===== src/rtl/modn_seq_monitor.sv =====
// Purpose: receive-side checker for a mod-N up/down count bus. It classifies samples, locks onto the sequence and tallies errors.
// Latency: every output is registered, so a pulse appears in the cycle after the edge that sampled the causing count.
// Backpressure: none. Every in_valid sample is accepted, and an idle cycle leaves all state unchanged.
module modn_seq_monitor #(
  parameter int N        = 10,
  parameter int MSB      = 4,
  parameter int LOCK_LEN = 3,
  parameter int ERRW     = 8
) (
  input  logic            clk,
  input  logic            arst,
  input  logic            in_valid,
  input  logic [MSB-1:0]  count_in,
  input  logic            clr_err,
  output logic            locked,
  output logic            dir,
  output logic            wrap,
  output logic            rev,
  output logic            err,
  output logic [ERRW-1:0] err_cnt
);

  localparam logic [MSB-1:0]  TOP  = MSB'(N - 1);
  localparam logic [MSB:0]    NW   = (MSB + 1)'(N);
  localparam logic [ERRW-1:0] CMAX = '1;
  localparam logic [3:0]      LLEN = 4'(LOCK_LEN);

  typedef enum logic [1:0] {IDLE, ACQ, LOCK} state_t;

  state_t         state;
  logic [MSB-1:0] prev;
  logic [3:0]     run;

  logic [MSB-1:0] nu, nd;
  logic           oor, stall, is_up, is_dn, step, jump, wstep, err_evt;
  logic [3:0]     run_nxt;

  // Classify the current sample against the last accepted value. UP wins the N==2 tie.
  always_comb begin
    nu      = (prev == TOP) ? '0 : prev + 1'b1;
    nd      = (prev == '0) ? TOP : prev - 1'b1;
    oor     = ({1'b0, count_in} >= NW);
    stall   = !oor && (count_in == prev);
    is_up   = !oor && !stall && (count_in == nu);
    is_dn   = !oor && !stall && !is_up && (count_in == nd);
    step    = is_up || is_dn;
    jump    = !oor && !stall && !step;
    wstep   = (is_up && prev == TOP) || (is_dn && prev == '0);
    // A fresh acquisition (run==0) or a change of direction restarts the run at 1.
    run_nxt = (run == 4'd0 || is_up != dir) ? 4'd1 : run + 4'd1;
    err_evt = in_valid && (oor || (state == LOCK && jump));
  end

  // Sequence-tracking FSM with registered flags and single-cycle pulses.
  always_ff @(posedge clk or posedge arst) begin
    if (arst) begin
      state  <= IDLE;
      prev   <= '0;
      run    <= '0;
      locked <= 1'b0;
      dir    <= 1'b1;
      wrap   <= 1'b0;
      rev    <= 1'b0;
      err    <= 1'b0;
    end else begin
      wrap <= 1'b0;
      rev  <= 1'b0;
      err  <= err_evt;
      if (in_valid) begin
        case (state)
          IDLE: begin
            if (!oor) begin
              prev  <= count_in;
              run   <= '0;
              state <= ACQ;
            end
          end
          ACQ: begin
            if (oor) begin
              state <= IDLE;
            end else if (step) begin
              prev <= count_in;
              dir  <= is_up;
              run  <= run_nxt;
              if (run_nxt == LLEN) begin
                state  <= LOCK;
                locked <= 1'b1;
              end
            end else if (jump) begin
              prev <= count_in;
              run  <= '0;
            end
          end
          LOCK: begin
            if (oor) begin
              locked <= 1'b0;
              state  <= IDLE;
            end else if (step) begin
              prev <= count_in;
              wrap <= wstep;
              if (is_up != dir) begin
                dir <= is_up;
                rev <= 1'b1;
              end
            end else if (jump) begin
              prev   <= count_in;
              run    <= '0;
              locked <= 1'b0;
              state  <= ACQ;
            end
          end
          default: state <= IDLE;
        endcase
      end
    end
  end

  // Saturating error tally. A clear takes priority over an increment in the same cycle.
  always_ff @(posedge clk or posedge arst) begin
    if (arst) begin
      err_cnt <= '0;
    end else if (clr_err) begin
      err_cnt <= '0;
    end else if (err_evt && err_cnt != CMAX) begin
      err_cnt <= err_cnt + 1'b1;
    end
  end

endmodule


===== config.mk =====
export PLATFORM = sky130hd
export DESIGN_NAME = modn_seq_monitor
export DESIGN_NICKNAME = d
export VERILOG_FILES = /design/src/rtl/modn_seq_monitor.sv
export SDC_FILE = /design/constraint.sdc
export NUM_CORES = 1
export LEC_CHECK = 0
export BUFFER_PORTS_ARGS = -buffer_cell sky130_fd_sc_hd__buf_2
export CAP_MARGIN = 20
export CELL_PAD_IN_SITES_DETAIL_PLACEMENT = 1
export CELL_PAD_IN_SITES_GLOBAL_PLACEMENT = 1
export CORE_MARGIN = 2
export CORE_UTILIZATION = 45
export DETAILED_ROUTE_END_ITERATION = 16
export PLACE_DENSITY = 0.78
export SLEW_MARGIN = 20
export SYNTH_ARGS = -nofsm -noshare
export SYNTH_HDL_FRONTEND = slang
export SYNTH_SLANG_ARGS = --single-unit

===== constraint.sdc =====
create_clock -name clk -period 2.4 [get_ports clk]
set_input_delay 0.48 -clock clk [delete_from_list [all_inputs] [get_ports clk]]
set_output_delay 0.48 -clock clk [all_outputs]
set_load 0.02 [all_outputs]

---- Word level (Yosys, flattened, before mapping) ----
Cells that the tools add are included.
word-level totals
  bits in registers ....................... 23
  bits in latches ......................... 0
  bits in writable memories ............... 0
  ROM bits ................................ 0
  bits of input ports ..................... 8
  output and inout port bits .............. 13
  word-level logic and storage cells ...... 116
  memories kept ........................... 0
cells by class
  $add $sub $neg .......................... 4
  multipliers ............................. 0
  div/mod/pow operators ................... 0
  order comparisons ....................... 1
  eq/ne operators ......................... 23
  shifts and indexed selects .............. 0
  multiplexer cells ....................... 47
  bitwise operators ....................... 0
  reductions and logical operators ........ 32
operators by type and width
  operator             number
  $mux 4               13
  $mux 1               20
  $ne 2x2->1 const B   9
  $mux 8               2
  $mux 2               7
  $reduce_and 7->1     2
  $eq 4x4->1           3
  $ne 3x3->1 const B   4
  $pmux 4 s3           1
  $reduce_and 6->1     2
  $logic_and 1x1->1    11
  $add 4x1->4 const B  2
  $add 8x1->8 const B  1
  $logic_not 4->1      2
  $ne 8x8->1 const B   1
  $pmux 4 s2           1
  $pmux 2 s3           1
  $reduce_bool 2->1    3
  $reduce_and 5->1     1
  $eq 4x2->1 const B   1
  $eq 4x4->1 const B   1
  $ge 4x4->1 const B   1
  $logic_not 1->1      4
  $logic_or 1x1->1     4
  9 further kinds      10

---- Logic depth before layout (Yosys ltp) ----
  depth in word-level cells ............... 18
  mapped depth ............................ 10
  depth with buffers taken out ............ 9

---- Worst setup path after synthesis ----
OpenSTA, ideal clock, no wires.
  path kind ............................... input to register
  start point ............................. in count_in[3]
  end point ............................... reg state[0]
  library setup time ...................... 128 ps
  arrival ................................. 2034 ps
  data required time ...................... 2272 ps
  setup slack ............................. 239 ps
  stages .................................. 8
  buffers on the path ..................... 1
  cells stage by stage .................... buf_2 xnor2_1 o21a_1 a22oi_2 or3_1 a21oi_2 o221ai_2 mux2_1
on the way
  longest elaborated chain between the ends .. 14
  elaborated cells between the ends (all ways) .. 28
  classes of those cells .................. order compare (1); eq/ne (10); mux (4); reduce/logical (13)
RTL lines
  element                                              line  text
  start, declared                                      13    input logic [MSB-1:0] count_in,
  branches (longest 14 deep; another with $ge 4x4->1)  -
  end signal, assigned                                 57    state <= IDLE;
  end signal, assigned                                 75    state <= ACQ;
  end signal, assigned                                 80    state <= IDLE;
  end, declared                                        30    state_t state;
Parallel ways; which one is timed is not known.
A chain may end at the register's enable or synchronous reset.

---- Worst setup path in the final report ----
  start point ............................. reg prev[0]
  end point ............................... reg run[3]
on the way
  longest elaborated chain between the ends .. 15
  elaborated cells between the ends (all ways) .. 30
  classes of those cells .................. add/sub (2); eq/ne (6); mux (9); reduce/logical (13)
RTL lines
  element                                               line  text
  start, declared                                       31    logic [MSB-1:0] prev;
  start signal, assigned                                73    prev <= count_in;
  start signal, assigned                                82    prev <= count_in;
  start signal, assigned                                90    prev <= count_in;
  branches (longest 15 deep; another with $add 4x1->4)  -
  end signal, assigned                                  84    run <= run_nxt;
  end, declared                                         32    logic [3:0] run;
Parallel ways; which one is timed is not known. The select of a mux whose other input is x is not followed.

==> flow_metrics.tcl <==
set metrics [dict create \
    cts-root-buf "clkbuf_8" \
    synth_mux_area_frac 0.0338 \
    synth_top_area_cell "dfrtp_1" \
    final_cells 291 \
    synth_xor_area_frac 0.0485 \
    grt_first_pass_wirelength_mm 8.68 \
    start_kind "register" \
    hold_ws_ps 247 \
    ir_worst_vdd_mv 0.299 \
    synthAdderAreaFrac 0.0447 \
    setup_tns_ps 0 \
    drc 0 \
    fillers 489 \
    yosysWarnings 0 \
    synth_seq_cells 23 \
    use_met1 0.270 \
    detail_route.wirelength_mm 5.28 \
    dp.cells 278 \
    yosysSeqAreaShare 0.294 \
    synth_simple_gate_area_frac 0.231 \
    layout-drive-gt1-share 0.373 \
    rrSetupSlack_ps 70 \
    synthCells 205 \
    portBuffers 20 \
    io_pins 21 \
    skew_ps 5.57 \
    comb_power_share 0.615 \
    outcome "finished, final reports clean" \
    reg2reg_from "prev[0]$_DFFE_PP0P_" \
    multi_input_area_um2 1270 \
    row_count 23 \
    vias 1754 \
    maxCapViolCount 0 \
    cts_hold_buf 0 \
    synth_top_family_by_area "compound AO/OA/AOI/OAI gates" \
    powerDensity_nw_per_um2 945 \
    drt_iter0_markers 94 \
    gp_congestion 0.916 \
    layout_min_cycle_time_ps 2330 \
    cp_max_fo 8 \
    required_ps 2550 \
    start_util 0.479 \
    gr-usage-all-layers 0.218 \
    synth.distinct_cells 71 \
    cp.arrival_ps 2480 \
    relSlewSlack 0.773 \
    power.switching_w 0.000982 \
    gr-max-usage-layer "met2" \
    clk_pin_slew_ps 90 \
    layout_commonest_cell "buf_4" \
    min_path_type "in2async" \
    synth_edf_count 0 \
    antenna_found_initial 0 \
    synth_top_area_frac 0.281 \
    synth_compound_area_frac 0.259 \
    r2r_end "run[3]$_DFFE_PP0P_" \
    ctsLongestPathBuffers 2 \
    p_total_w 0.00216 \
    syn_avg_cell_area_um2 9.56 \
    leakage_nw 0.974 \
    final-hold-violation-count 0 \
    regArea_um2 584 \
    async_flop_share 1.00 \
    min_period_over_period 0.972 \
    antenna_cells 0 \
    r2r_cells 9 \
    pwr-share-seq 0.269 \
    power.share.switching 0.455 \
    htree_levels 1 \
    setup_viol 0 \
    clkSinkCount 23 \
    met2_usage 0.380 \
    die_area_um2 4900 \
    grt_overflow 0 \
    end_kind "register" \
    core-area_um2 4090 \
    fp.dieW_um 70.0 \
    ant_nets 0 \
    worstSkewPairLatency_ps 270 \
    area_delta_synth_final_pct 16.6 \
    synth_area_um2 1960 \
    max_freq_mhz 429 \
    tightestPinTransition_ps 338 \
    die_y_um 70.0 \
    synth_area_leaders "dfrtp_1 (28%), ha_1 (4.5%), xor2_1 (3.1%), inv_1 (2.7%), nand3_1 (2.6%)" \
    grt_pass1_vias 1811 \
    dr.pass1.iters 4 \
    via_per_inst 6.03 \
    dp_hpwl_mm 3.88 \
    numCtsBuffers 3 \
    crit_type "reg2reg" \
    wire_per_inst_um 18.2 \
    clkPwrFrac 0.115 \
    synth_fp_nets 220 \
    internal_power_w 0.00118 \
    slew_viol_final 0 \
    fin_nets 257 \
    grt_max_degree 24 \
    met3_usage 0.0317 \
    cts_tree "yes" \
    synth_flop_cell "dfrtp_1" \
    fin_util 0.559 \
    final_cell_mix "buf_4 (22), buf_2 (21), dfrtp_1 (18)" \
]
cell families after synthesis:
group,count (synthesis)
AND/OR/NAND/NOR,74
AO/OA/AOI/OAI,60
buffers and inverters,25
flip-flops,23
multiplexers,6
adder cells (fa/ha/maj),7
XOR/XNOR,10
worst max path at each step:
stage               slack (ps)  cells after the start                start                     end
floorplan                  240                      8          count_in[3]    state[0]$_DFFE_PP0P_
global placement            50                      7  prev[0]$_DFFE_PP0P_  err_cnt[5]$_DFFE_PP0P_
detailed placement         -90                      8  prev[0]$_DFFE_PP0P_      run[1]$_DFFE_PP0P_
CTS                          5                      8  prev[0]$_DFFE_PP0P_      run[1]$_DFFE_PP0P_
global route                -9                      9  prev[0]$_DFFE_PP0P_      run[0]$_DFFE_PP0P_
finish                      70                      9  prev[0]$_DFFE_PP0P_      run[3]$_DFFE_PP0P_
layer usage:
metal  vias up  part of all wire
li1        823                 -
met1       880              0.44
met4         0             0.023
met2        39              0.50
met5         -                 0
met3        12             0.029
sequential cells by signal, summed over array words and instances (netlist names):
signal   flops
dir          1
err          1
err_cnt      8
locked       1
prev         4
rev          1
run          4
state        2
wrap         1
power groups by stage:
stage | Sequential (W) | Clock (W) | Combinational (W)
2_1_floorplan | 0.000524 | 0 | 0.000947
3_3_place_gp | 0.000598 | 0 | 0.00100
3_5_place_dp | 0.000610 | 0 | 0.00106
4_1_cts | 0.000607 | 0.000258 | 0.00106
5_1_grt | 0.000592 | 0.000272 | 0.00144
6_report | 0.000581 | 0.000249 | 0.00133
repair_timing:
item / 4_1_cts / 5_1_grt
endpoints found under the setup margin: 10 / 12
endpoints found under the hold margin: 0 / 0
setup buffers: 0 / 9
pin swaps: 0 / 6
resized for setup: 2 / 18
cells in the mapped netlist (2+ instances only):
cell       count
a21oi_1        9
nand4_1        5
nor4_1         2
xor2_1         7
mux2_2         4
clkbuf_1       2
ha_1           7
nand2b_1       3
and2_1         4
buf_12         2
buf_6          4
nand2_1       10
o2bb2ai_1      2
a211oi_1       2
xnor2_1        2
nand3_1       10
o21ai_1        5
nor3_1         5
inv_1         14
a21boi_1       2
dfrtp_1       22
o21ai_0        8
a32o_1         2
o21a_1         4
o2111ai_1      2
a31oi_1        2
or3_1          5
nor2_1        13
o21ai_2        4
per-stage QoR:
| step | area [um^2] | setup WS (ps) |
|---|---|---|
| final | 2280 | 67.3 |
| after global routing | 2280 | -8.51 |
| after CTS | 2160 | 5.21 |
| after detailed placement | 2110 | -93.0 |
| after global placement | 2110 | 53.5 |
| after floorplan | 1960 | 239 |
area by class of cell:
type | instances | area share
clock buffers | 3 | 0.0181
clock inverters | 1 | 0.00219
inverters | 14 | 0.0230
multi-input cells | 157 | 0.555
flip-flops and latches | 23 | 0.256
well taps | 50 | 0.0274
repair buffers | 43 | 0.118
worst max-delay path, cell delays in order (launching register included):
cell,delay (ps)
dfrtp_4,530
buf_4,180
and3b_2,240
a211oi_2,40
o21ai_2,230
buf_4,160
nand3_2,80
a32o_1,290
a221oi_4,350
o21ai_1,100
Power figures use the tool's default switching activity.
